## src/rtl/bw_clk_gl_hz_seq.sv

```systemverilog
// ---------------------------------------------------------------------------
// bw_clk_gl_hz_seq
// Sequenced enable generator for the column clock gaters of the horizontal
// clock spine. Columns are switched on (and later off) one at a time with a
// programmable stagger interval, which limits di/dt on the global grid.
//
// Ports:
//   clk       global clock, all flops on posedge
//   rst       asynchronous active-high reset
//   on_req    level request to ramp columns on (accepted only in OFF)
//   off_req   level request to ramp columns off (accepted in ON or RAMP_UP)
//   col_mask  columns taking part in ramp-up, latched when on_req is accepted
//   step_cyc  stagger interval in cycles, latched with col_mask, 0 acts as 1
//   col_en    per-column gater enables, registered, at most one bit per edge
//   busy      high while ramping up or down (registered)
//   on_ack    one-cycle pulse on entering ON
//   off_ack   one-cycle pulse on entering OFF after a ramp-down
// ---------------------------------------------------------------------------
module bw_clk_gl_hz_seq #(
  parameter int NCOL   = 4,
  parameter int STEP_W = 4
) (
  input  logic              clk,
  input  logic              rst,
  input  logic              on_req,
  input  logic              off_req,
  input  logic [NCOL-1:0]   col_mask,
  input  logic [STEP_W-1:0] step_cyc,
  output logic [NCOL-1:0]   col_en,
  output logic              busy,
  output logic              on_ack,
  output logic              off_ack
);

  localparam int IDX_W = (NCOL > 1) ? $clog2(NCOL) : 1;
  localparam logic [IDX_W-1:0] LAST_IDX = IDX_W'(NCOL - 1);
  localparam logic [IDX_W-1:0] IDX_ONE  = IDX_W'(1);
  localparam logic [STEP_W-1:0] CNT_ONE = STEP_W'(1);

  typedef enum logic [1:0] {
    ST_OFF       = 2'b00,
    ST_RAMP_UP   = 2'b01,
    ST_ON        = 2'b10,
    ST_RAMP_DOWN = 2'b11
  } state_t;

  state_t              state_r, state_n;
  logic [IDX_W-1:0]    idx_r, idx_n;
  logic [STEP_W-1:0]   cnt_r, cnt_n;
  logic [STEP_W-1:0]   step_r, step_n;
  logic [NCOL-1:0]     mask_r, mask_n;
  logic [NCOL-1:0]     col_en_r, col_en_n;
  logic                busy_r, busy_n;
  logic                on_ack_r, on_ack_n;
  logic                off_ack_r, off_ack_n;

  // Next-state, counters and column enables of the ramp sequencer
  always_comb begin
    state_n   = state_r;
    idx_n     = idx_r;
    cnt_n     = cnt_r;
    step_n    = step_r;
    mask_n    = mask_r;
    col_en_n  = col_en_r;
    on_ack_n  = 1'b0;
    off_ack_n = 1'b0;

    case (state_r)
      ST_OFF: begin
        // off_req is meaningless here, so on_req wins a simultaneous request
        if (on_req) begin
          mask_n  = col_mask;
          step_n  = (step_cyc == {STEP_W{1'b0}}) ? CNT_ONE : step_cyc;
          idx_n   = {IDX_W{1'b0}};
          cnt_n   = {STEP_W{1'b0}};
          state_n = ST_RAMP_UP;
        end else begin
          state_n = ST_OFF;
        end
      end

      ST_RAMP_UP: begin
        if (off_req) begin
          // Abort: already-enabled columns are cleared by the ramp-down walk
          idx_n   = LAST_IDX;
          cnt_n   = {STEP_W{1'b0}};
          state_n = ST_RAMP_DOWN;
        end else if (cnt_r != {STEP_W{1'b0}}) begin
          cnt_n = cnt_r - CNT_ONE;
        end else begin
          // A masked-off column is a one-cycle skip and leaves cnt at zero
          if (mask_r[idx_r]) begin
            col_en_n[idx_r] = 1'b1;
            cnt_n           = step_r - CNT_ONE;
          end else begin
            cnt_n = {STEP_W{1'b0}};
          end
          if (idx_r == LAST_IDX) begin
            state_n  = ST_ON;
            on_ack_n = 1'b1;
          end else begin
            idx_n = idx_r + IDX_ONE;
          end
        end
      end

      ST_ON: begin
        if (off_req) begin
          idx_n   = LAST_IDX;
          cnt_n   = {STEP_W{1'b0}};
          state_n = ST_RAMP_DOWN;
        end else begin
          state_n = ST_ON;
        end
      end

      ST_RAMP_DOWN: begin
        // Ramp-down always runs to completion; on_req waits for OFF
        if (cnt_r != {STEP_W{1'b0}}) begin
          cnt_n = cnt_r - CNT_ONE;
        end else begin
          if (col_en_r[idx_r]) begin
            col_en_n[idx_r] = 1'b0;
            cnt_n           = step_r - CNT_ONE;
          end else begin
            cnt_n = {STEP_W{1'b0}};
          end
          if (idx_r == {IDX_W{1'b0}}) begin
            state_n   = ST_OFF;
            off_ack_n = 1'b1;
          end else begin
            idx_n = idx_r - IDX_ONE;
          end
        end
      end

      default: begin
        state_n  = ST_OFF;
        col_en_n = {NCOL{1'b0}};
      end
    endcase

    busy_n = (state_n == ST_RAMP_UP) || (state_n == ST_RAMP_DOWN);
  end

  // State and output registers; reset drops every enable without a clock
  always_ff @(posedge clk or posedge rst) begin
    if (rst) begin
      state_r   <= ST_OFF;
      idx_r     <= {IDX_W{1'b0}};
      cnt_r     <= {STEP_W{1'b0}};
      step_r    <= CNT_ONE;
      mask_r    <= {NCOL{1'b0}};
      col_en_r  <= {NCOL{1'b0}};
      busy_r    <= 1'b0;
      on_ack_r  <= 1'b0;
      off_ack_r <= 1'b0;
    end else begin
      state_r   <= state_n;
      idx_r     <= idx_n;
      cnt_r     <= cnt_n;
      step_r    <= step_n;
      mask_r    <= mask_n;
      col_en_r  <= col_en_n;
      busy_r    <= busy_n;
      on_ack_r  <= on_ack_n;
      off_ack_r <= off_ack_n;
    end
  end

  assign col_en  = col_en_r;
  assign busy    = busy_r;
  assign on_ack  = on_ack_r;
  assign off_ack = off_ack_r;

endmodule

```

## config.mk

```make
export PLATFORM = sky130hd
export DESIGN_NAME = bw_clk_gl_hz_seq
export DESIGN_NICKNAME = d
export VERILOG_FILES = /design/src/rtl/bw_clk_gl_hz_seq.sv
export SDC_FILE = /design/constraint.sdc
export NUM_CORES = 1
export LEC_CHECK = 0
export BUFFER_PORTS_ARGS = -buffer_cell sky130_fd_sc_hd__buf_2
export CAP_MARGIN = 5
export CORE_ASPECT_RATIO = 2
export CORE_UTILIZATION = 47
export DETAILED_ROUTE_END_ITERATION = 8
export GPL_TIMING_DRIVEN = 1
export PLACE_DENSITY_LB_ADDON = 0.08
export SLEW_MARGIN = 20
export SYNTH_ARGS = -nofsm -noshare
export SYNTH_HDL_FRONTEND = slang
export SYNTH_SLANG_ARGS = --single-unit
```

## constraint.sdc

```tcl
create_clock -name clk -period 2.6 [get_ports clk]
set_input_delay 0.26 -clock clk [delete_from_list [all_inputs] [get_ports clk]]
set_output_delay 0.26 -clock clk [all_outputs]
set_load 0.1 [all_outputs]
```

==> results_dict.tcl <==
set metrics [dict create \
    synth-seq-cells 22 \
    status "finished clean" \
    setup_ws_ns 0.586 \
    r2r_start "cnt_r[0]$_DFFE_PP0P_" \
    ctsResizeCount 0 \
    crit_required_ns 2.75 \
    tns_ns 0 \
    antenna_found_initial 0 \
    critPathLaunchType "flip-flop" \
    cp_max_fo 10 \
    r2r_slack_ns 0.59 \
    max_freq_ghz 0.497 \
    overflow 0 \
    irDropWorstVdd_uv 697 \
    post_cts_buffers 0 \
    slew_headroom_pct 43.9 \
    syn_avg_cell_area_um2 10.4 \
    drcViolationCount 0 \
    critPathKind "reg2reg" \
    rows 26 \
    core-area_um2 2540 \
    initial_core_util_pct 49.5 \
    rsz0062_at_grt "no" \
    async_reset_ff_share_pct 100 \
    hold_path.class "in2async" \
    slew_viol_final 0 \
    netlist_area_um2 1260 \
    grt_pass1_wl_um 4180 \
    numClockSinks 22 \
    cp.arrival_ns 2.16 \
    dp_cells 165 \
    synth_edf_count 0 \
    mostFrequentLayoutCells "21 x dfrtp_1, 18 x buf_2, 11 x inv_1, 11 x nand2_1" \
    synth_seq_area_share_pct 43.9 \
    slowest_delay_ns 0.40 \
    cts_tree "built" \
    drv_cap 0 \
    ios 19 \
    grt_pass1_vias 944 \
    yosysUniqueCellTypes 38 \
    vias 973 \
    antenna_left 0 \
    area_delta_synth_final_pct 15.0 \
    cts_root_buf "clkbuf_8" \
    first_pass_iters 4 \
    multi_input_area_um2 644 \
    clock_latency_ns 0.27 \
    r2r_cells 6 \
    cts.clk_slew.worst_paths_ns 0.08 \
    layout_commonest_cell "dfrtp_1" \
    ctsHtreeMaxLevel 1 \
    crit_chain "inv_1 -> ha_1 -> nor3b_4 -> a21oi_1 -> a211oi_2 -> mux2_1" \
    syn-instance-count 121 \
    grt_util_all_layers_pct 20.7 \
    yosysTopAreaCell "dfrtp_1" \
    syn-num-nets 140 \
    hold_buffers 0 \
    r2r-end "idx_r[0]$_DFFE_PP0P_" \
    dpl.hpwl_um 1990 \
    synth_ff_type "dfrtp_1" \
    netlist.area_leader.share_pct 41.8 \
    die-height_um 75.1 \
    period_needed_ns 2.01 \
    synth.yosys.warnings 0 \
    fill_cells 225 \
    grt_max_degree 23 \
    cp_slowest_cell "nor3b_4" \
    drtIter0Drc 25 \
    endpoint_kind "flip-flop" \
    synth_area_leaders "dfrtp_1 42%, mux2_1 8.1%, ha_1 7.0%" \
    fp.dieW_um 38.6 \
    design_power_total_w 0.00177 \
    p_leak_nw 0.699 \
    powerDensity_nw_per_um2 1220 \
    wl_per_cell_um 15.2 \
    vias_per_cell 5.76 \
    antennaDiodeCount 0 \
    nNetsFinal 161 \
    port_buffers 18 \
    worst_slew_pin_slew_ns 0.841 \
    setup_viol 0 \
    routabilityCongestion 0.833 \
    register_area_um2 552 \
    pre_cts_ws_ns 0.586 \
    routed_wirelength_um 2580 \
    period_share_pct 77.5 \
    cts_buffers 3 \
    final_hold_viol_count 0 \
    dieArea_um2 2900 \
    finClkSkew_ns 0.00603 \
    cts_max_path_buffers 2 \
    final_layout_size_suffix_gt1_share_pct 23.4 \
    stdcell_count 169 \
]
-- metrics by stage --
step	utilization (%)	hold WS (ns)	instance area (µm²)
detailed placement	54.1	0.470	1370
floorplan	-	0.248	1260
global route	57.0	0.205	1450
CTS	57.0	0.179	1450
global placement	54.1	0.461	1370
finish	57.0	0.150	1450
-- kinds of logic after synthesis --
| group | share of synthesized area (%) |
|---|---|
| multiplexers | 13.3 |
| AND/OR/NAND/NOR | 14.0 |
| buffers and inverters | 4.78 |
| adder cells (fa/ha/maj) | 6.97 |
| XOR/XNOR | 1.39 |
| AO/OA/AOI/OAI | 15.5 |
| flip-flops | 43.9 |
-- metal layers --
layer  wire length (µm)  vias up  GRT usage [%]
met3                 82        4           1.77
li1                   -      469              -
met2               1450       24           37.6
met5                  0        -              0
met1               1010      476           23.1
met4                 38        0           9.20
-- report_power, final --
part / internal (W) / leakage (nW) / switching [W] / total, W
clock: 0.000206 / 0.0357 / 0.000113 / 0.000319
sequential: 0.000474 / 0.269 / 0.000135 / 0.000609
combinational: 0.000334 / 0.394 / 0.000506 / 0.000840
total: 0.00101 / 0.699 / 0.000754 / 0.00177
-- cell usage after synthesis (all sizes together), types with 2 or more instances --
| master | n |
|---|---|
| a21o | 2 |
| a21oi | 6 |
| a2bb2oi | 3 |
| buf | 3 |
| dfrtp | 21 |
| ha | 7 |
| inv | 12 |
| mux2 | 10 |
| mux4 | 2 |
| nand2 | 11 |
| nand3 | 4 |
| nor2 | 9 |
| nor3 | 3 |
| nor3b | 2 |
| o21ai | 7 |
-- worst max-delay path, delay by kind of cell (launching register included) --
kind	cells	cell delay, ns
buffers and inverters	1	0.11
multiplexers	1	0.36
AO/OA/AOI/OAI	2	0.44
AND/OR/NAND/NOR	1	0.40
flip-flops	1	0.39
adder cells (fa/ha/maj)	1	0.20
-- layout make-up --
cell class	count	area share (%)
flip-flops and latches	22	38.2
inverters	12	3.12
repair buffers	19	6.75
well taps	28	2.42
clock buffers	3	2.86
multi-input cells	84	44.6
clock inverters	1	2.08
-- worst max-delay path by stage --
stage                     slack [ns]                   end                 start
after CTS                       0.58             flip-flop  idx_r[0]$_DFFE_PP0P_
final                           0.59  idx_r[0]$_DFFE_PP0P_  cnt_r[0]$_DFFE_PP0P_
after detailed placement        0.59  idx_r[0]$_DFFE_PP0P_  cnt_r[0]$_DFFE_PP0P_
after global placement          0.61             flip-flop  idx_r[0]$_DFFE_PP0P_
after floorplan                 0.41             flip-flop             flip-flop
after global routing            0.47  idx_r[0]$_DFFE_PP0P_  cnt_r[0]$_DFFE_PP0P_
Power figures use the tool's default switching activity.
